`config.mk`:
```
export PLATFORM = sky130hd
export DESIGN_NAME = phase_timer
export DESIGN_NICKNAME = d
export VERILOG_FILES = /design/src/rtl/phase_timer.sv
export SDC_FILE = /design/constraint.sdc
export NUM_CORES = 1
export LEC_CHECK = 0
export CAP_MARGIN = 20
export CORE_MARGIN = 8
export CORE_UTILIZATION = 55
export DETAILED_ROUTE_END_ITERATION = 6
export PLACE_DENSITY_LB_ADDON = 0.2
export SYNTH_ARGS = -nofsm -noshare
export SYNTH_HDL_FRONTEND = slang
export SYNTH_SLANG_ARGS = --single-unit
```
`constraint.sdc`:
```
create_clock -name clk -period 2.02 [get_ports clk]
set_input_delay 0.404 -clock clk [delete_from_list [all_inputs] [get_ports clk]]
set_output_delay 0.404 -clock clk [all_outputs]
set_load 0.01 [all_outputs]
```
`src/rtl/phase_timer.sv`:
```
// Phase timing responder for the traffic light controller: decodes the active phase,
// times it in whole seconds and returns done pulses, walk countdown, beeper and night blink.
module phase_timer #(
  parameter int TICK_DIV   = 50000000,
  parameter int GREEN_S    = 10,
  parameter int YELLOW_S   = 3,
  parameter int RED_S      = 5,
  parameter int WALK_S     = 9,
  parameter int BEEP_ON    = 12500000,
  parameter int BLINK_HALF = 25000000
) (
  input  logic       clk,
  input  logic       reset_n,
  input  logic       green_led,
  input  logic       yellow_led,
  input  logic       red_led,
  input  logic       walk_enable,
  input  logic       blink_enable,
  output logic       green_done,
  output logic       yellow_done,
  output logic       red_done,
  output logic       walk_done,
  output logic [3:0] walk_count,
  output logic       beep,
  output logic       blink_out,
  output logic       sec_tick,
  output logic       phase_err
);

  localparam int PW = $clog2(TICK_DIV);
  localparam int BW = $clog2(BLINK_HALF + 1);

  localparam logic [PW-1:0] TICK_LAST  = PW'(TICK_DIV - 1);
  localparam logic [PW-1:0] BEEP_LIM   = PW'(BEEP_ON);
  localparam logic [BW-1:0] BLINK_LAST = BW'(BLINK_HALF - 1);

  localparam logic [2:0] PH_IDLE   = 3'd0;
  localparam logic [2:0] PH_GREEN  = 3'd1;
  localparam logic [2:0] PH_YELLOW = 3'd2;
  localparam logic [2:0] PH_RED    = 3'd3;
  localparam logic [2:0] PH_WALK   = 3'd4;
  localparam logic [2:0] PH_NIGHT  = 3'd5;

  logic [2:0]    phase_q, phase_d;
  logic [PW-1:0] prescale_q, prescale_d;
  logic [3:0]    remaining_q, remaining_d;
  logic [BW-1:0] blink_cnt_q, blink_cnt_d;
  logic          blink_q, blink_d;
  logic          beep_q, beep_d;
  logic          sec_tick_q, sec_tick_d;
  logic          phase_err_q, phase_err_d;
  logic          green_done_q, green_done_d;
  logic          yellow_done_q, yellow_done_d;
  logic          red_done_q, red_done_d;
  logic          walk_done_q, walk_done_d;

  logic [2:0] phase_now;
  logic       illegal;
  logic       entry;
  logic       timed;
  logic       tick;

  function automatic logic [3:0] phase_duration(input logic [2:0] ph);
    case (ph)
      PH_GREEN:  phase_duration = 4'(GREEN_S);
      PH_YELLOW: phase_duration = 4'(YELLOW_S);
      PH_RED:    phase_duration = 4'(RED_S);
      PH_WALK:   phase_duration = 4'(WALK_S);
      default:   phase_duration = 4'd0;
    endcase
  endfunction

  // The legal encodings are mutually exclusive, so a flat case keeps the priority order.
  always_comb begin
    phase_now = PH_IDLE;
    illegal   = 1'b0;
    case ({green_led, yellow_led, red_led, walk_enable, blink_enable})
      5'b00110: phase_now = PH_WALK;
      5'b00001: phase_now = PH_NIGHT;
      5'b10000: phase_now = PH_GREEN;
      5'b01000: phase_now = PH_YELLOW;
      5'b00100: phase_now = PH_RED;
      5'b00000: phase_now = PH_IDLE;
      default:  illegal   = 1'b1;
    endcase
  end

  assign entry = (phase_now != phase_q);
  assign timed = (phase_q == PH_GREEN) || (phase_q == PH_YELLOW) ||
                 (phase_q == PH_RED)   || (phase_q == PH_WALK);
  assign tick  = timed && (prescale_q == TICK_LAST);

  always_comb begin
    phase_d       = phase_q;
    prescale_d    = prescale_q;
    remaining_d   = remaining_q;
    blink_cnt_d   = blink_cnt_q;
    blink_d       = blink_q;
    beep_d        = 1'b0;
    sec_tick_d    = 1'b0;
    phase_err_d   = illegal;
    green_done_d  = 1'b0;
    yellow_done_d = 1'b0;
    red_done_d    = 1'b0;
    walk_done_d   = 1'b0;

    // An entry wins over a coincident terminal tick, so the old phase never reports done.
    if (entry) begin
      phase_d     = phase_now;
      prescale_d  = '0;
      remaining_d = phase_duration(phase_now);
      blink_cnt_d = '0;
      blink_d     = (phase_now == PH_NIGHT);
    end else begin
      if (timed) begin
        prescale_d = tick ? '0 : prescale_q + 1'b1;
        if (tick && (remaining_q != 4'd0)) begin
          remaining_d = remaining_q - 4'd1;
          sec_tick_d  = 1'b1;
          if (remaining_q == 4'd1) begin
            case (phase_q)
              PH_GREEN:  green_done_d  = 1'b1;
              PH_YELLOW: yellow_done_d = 1'b1;
              PH_RED:    red_done_d    = 1'b1;
              PH_WALK:   walk_done_d   = 1'b1;
              default:   ;
            endcase
          end
        end
      end
      beep_d = (phase_q == PH_WALK) && (remaining_q != 4'd0) && (prescale_q < BEEP_LIM);
      if (phase_q == PH_NIGHT) begin
        if (blink_cnt_q == BLINK_LAST) begin
          blink_cnt_d = '0;
          blink_d     = ~blink_q;
        end else begin
          blink_cnt_d = blink_cnt_q + 1'b1;
        end
      end
    end
  end

  always_ff @(posedge clk or negedge reset_n) begin
    if (!reset_n) begin
      phase_q       <= PH_IDLE;
      prescale_q    <= '0;
      remaining_q   <= 4'd0;
      blink_cnt_q   <= '0;
      blink_q       <= 1'b0;
      beep_q        <= 1'b0;
      sec_tick_q    <= 1'b0;
      phase_err_q   <= 1'b0;
      green_done_q  <= 1'b0;
      yellow_done_q <= 1'b0;
      red_done_q    <= 1'b0;
      walk_done_q   <= 1'b0;
    end else begin
      phase_q       <= phase_d;
      prescale_q    <= prescale_d;
      remaining_q   <= remaining_d;
      blink_cnt_q   <= blink_cnt_d;
      blink_q       <= blink_d;
      beep_q        <= beep_d;
      sec_tick_q    <= sec_tick_d;
      phase_err_q   <= phase_err_d;
      green_done_q  <= green_done_d;
      yellow_done_q <= yellow_done_d;
      red_done_q    <= red_done_d;
      walk_done_q   <= walk_done_d;
    end
  end

  assign green_done  = green_done_q;
  assign yellow_done = yellow_done_q;
  assign red_done    = red_done_q;
  assign walk_done   = walk_done_q;
  assign walk_count  = (phase_q == PH_WALK) ? remaining_q : 4'd0;
  assign beep        = beep_q;
  assign blink_out   = blink_q;
  assign sec_tick    = sec_tick_q;
  assign phase_err   = phase_err_q;

endmodule

```
==> qor.csv <==
metric,value,unit
# DRC,0,
DR WL/cell,22.66,µm
skew final,12.45,ps
# IOs,19,
area share of the largest cell type after synthesis,41.92,%
final net count,589,
"most common cell after layout, fill and taps aside",buf_4,
# clock sinks,66,
register share of total power,40.3,%
CTS tree,done,
Worst Max-Slew Pin Slew,905.5,ps
Rel. slew slack,38.79,%
syn nets,436,
LEAKAGE,2.479,nW
number of diodes,0,
share of post-route cells with drive strength above 1,46.83,%
hold_buf cts,0,
Unique masters post-synth,65,
"Max FO, Critical Path",9,
arrival time worst endpoint,2500,ps
clock transition at the registers of the reported paths,80,ps
post-synthesis instance area,0.003940,mm²
routability cong.,0.8919,
critical path type,in -> reg,
largest net degree at the start of global routing,29,
dpl hpwl,7.529,mm
Vias/cell,6.503,
combinational share of power,24.0,%
first-pass GRT wire length,20.68,mm
most frequent cells in the layout,"buf_4, dfrtp_1, nand2_1",
initial antenna violation count,0,
met2 global-route usage,45.44,%
grt ovf,0,
status,"finished, violations left",
worst hold path class,in -> async,
minimum clock period,2211,ps
routing usage on met3,4.213,%
Core ar.,0.007098,mm²
row cnt,31,
"EDFF count, synth",0,
Pint,2.359,mW
Final Max Tran Viols,0,
Max-cap violations,0,
die area,0.01013,mm²
Sw Ratio,30.87,%
Startpoint Class,input pin,
vias,4435,
TNS Setup,-4981,ps
RSZ-0062 raised after global routing,true,
DRT Pass-1 Iters,6,
Main synth FF type,dfrtp_1,
NetSw,1.054,mW
Worst EP required,2310,ps
vias in the first global route,4303,
Clock power frac,35.7,%
Inserted Clock Buffers,9,
total global-route track usage,25.96,%
Post-synth ARST share,100.0,%
clock root buffer,clkbuf_8,
Seq cells post-synth,66,
Starting Density,55.51,%
Iter 0 DRT Violations,391,
violated checks,negative setup slack,
grt peak-use layer,met2,
fin util,85.39,%
Post-Place Cells,627,
Area growth syn-to-layout,53.83,%
highest clock rate,452.3,MHz
Clock Latency Late Sink,360,ps
Non-Filler Instances,682,
final wirelength,15.45,mm
Setup crit end kind,register,
worst vdd ir,0.3929,mV
setup ws final,-191.1,ps
Routed Antenna Nets,0,
Synth area leader,dfrtp_1,
Synth area leaders,"dfrtp_1, xnor2_1, a21oi_1",
Power Dens Cells,563.2,mW/mm²
"Avg Cell Area, Syn",9.271,µm²
Tcrit/Tclk final,109.5,%
chip height,100.6,µm
Bufs on Longest Clock Path,2,
Max H-tree Level,3,
Mapped Cells,425,
Port Buffer Count,18,
Die Wd,100.6,µm
Synth warnings,0,
met1 GRT Util,27.96,%
final setup vio count,57,
sequential area share after synthesis,41.92,%
count of final hold-check violations,0,
## worst max-delay path, cell delays in order
cell,delay (ps)
buf_6,110
buf_6,130
nor3b_4,330
buf_4,190
o211ai_1,110
buf_4,170
nor4_4,300
buf_12,170
a2111oi_4,60
buf_4,170
a21bo_2,190
a21oi_2,150
## cell type report
cell class | count | area (µm²)
Multi-Input combinational cell | 334 | 2680
Sequential cell | 66 | 1658
Timing Repair Buffer | 155 | 1341
Fill cell | 330 | 1037
Clock buffer | 11 | 151.4
Tap cell | 99 | 123.9
Clock inverter | 5 | 61.31
Inverter | 12 | 45.04
## state kept, by name, summed over array words and instances, names as in the netlist
| name | count |
|---|---|
| green_done | 1 |
| blink_cnt_q | 25 |
| walk_done | 1 |
| sec_tick | 1 |
| yellow_done | 1 |
| blink_out | 1 |
| remaining_q | 4 |
| prescale_q | 26 |
| beep | 1 |
| red_done | 1 |
| phase_q | 3 |
| phase_err | 1 |
## power by group through the flow
stage / Sequential [mW] / Clock [mW] / Combinational [mW]
6_report: 1.38 / 1.22 / 0.818
5_1_grt: 1.38 / 1.27 / 0.851
4_1_cts: 1.37 / 1.20 / 0.673
3_5_place_dp: 1.40 / 0 / 0.533
3_3_place_gp: 1.39 / 0 / 0.518
2_1_floorplan: 1.40 / 0 / 0.281
## cell usage after synthesis, types with 7 or more instances
master	count
dfrtp_1	66
nor2_1	35
a21oi_1	32
nand2_1	31
nand3_1	27
xnor2_1	22
o21ai_0	18
or3_1	17
or4_1	17
and3_1	13
inv_1	12
o31ai_1	12
a211oi_1	8
a31oi_1	7
nand4_1	7
nor3_1	7
## metrics by stage
stage                     hold WS, ps  cell area (µm²)  power, mW  setup WS (ps)
final                           79.27             6061      3.413         -191.1
after global routing            131.0             6061      3.494         -268.5
after CTS                       98.64             5610      3.243         -97.86
after detailed placement        474.9             4975      1.928         -800.8
after global placement          476.9             4975      1.912         -732.3
after floorplan                 108.4             3978      1.684         -268.7
## cell families (layout without fill, tap and decap cells)
family / count (synthesis) / in the layout / share of synthesized area, %
compound gates: 102 / 104 / 17.59
xor+xnor: 27 / 27 / 6.002
fa+ha+maj: 4 / 4 / 1.270
buf+inv: 30 / 183 / 4.096
flops: 66 / 66 / 41.92
mux: 2 / 2 / 0.5398
simple gates: 194 / 197 / 28.58
## repair_timing
action | in CTS | in global routing
gates resized for setup | 94 | 85
endpoints found under the setup margin | 66 | 64
gates cloned | 5 | 3
buffers inserted | 19 | 19
pin swaps | 29 | 40
## routing by layer
| metal | share of wire, % | vias to the layer above |
|---|---|---|
| li1 | - | 1892 |
| met1 | 36 | 2149 |
| met2 | 50 | 285 |
| met3 | 8.0 | 109 |
| met4 | 6.6 | 0 |
| met5 | 0 | - |
## path summary, 6_finish.rpt
| kind | from | to | slack, ps | cells after the start |
|---|---|---|---|---|
| max | walk_enable | prescale_q[16] | -190 | 12 |
| min | reset_n | blink_cnt_q[15] | 80 | 1 |
| max reg2reg | prescale_q[11] | yellow_done | -170 | 5 |
| min reg2reg | prescale_q[21] | prescale_q[21] | 550 | 2 |
| max in group asynchronous | reset_n | prescale_q[10] | 1370 | 2 |
| min in group clk | walk_enable | phase_q[1] | 360 | 3 |
No activity file was read; power rests on OpenSTA's default activity.
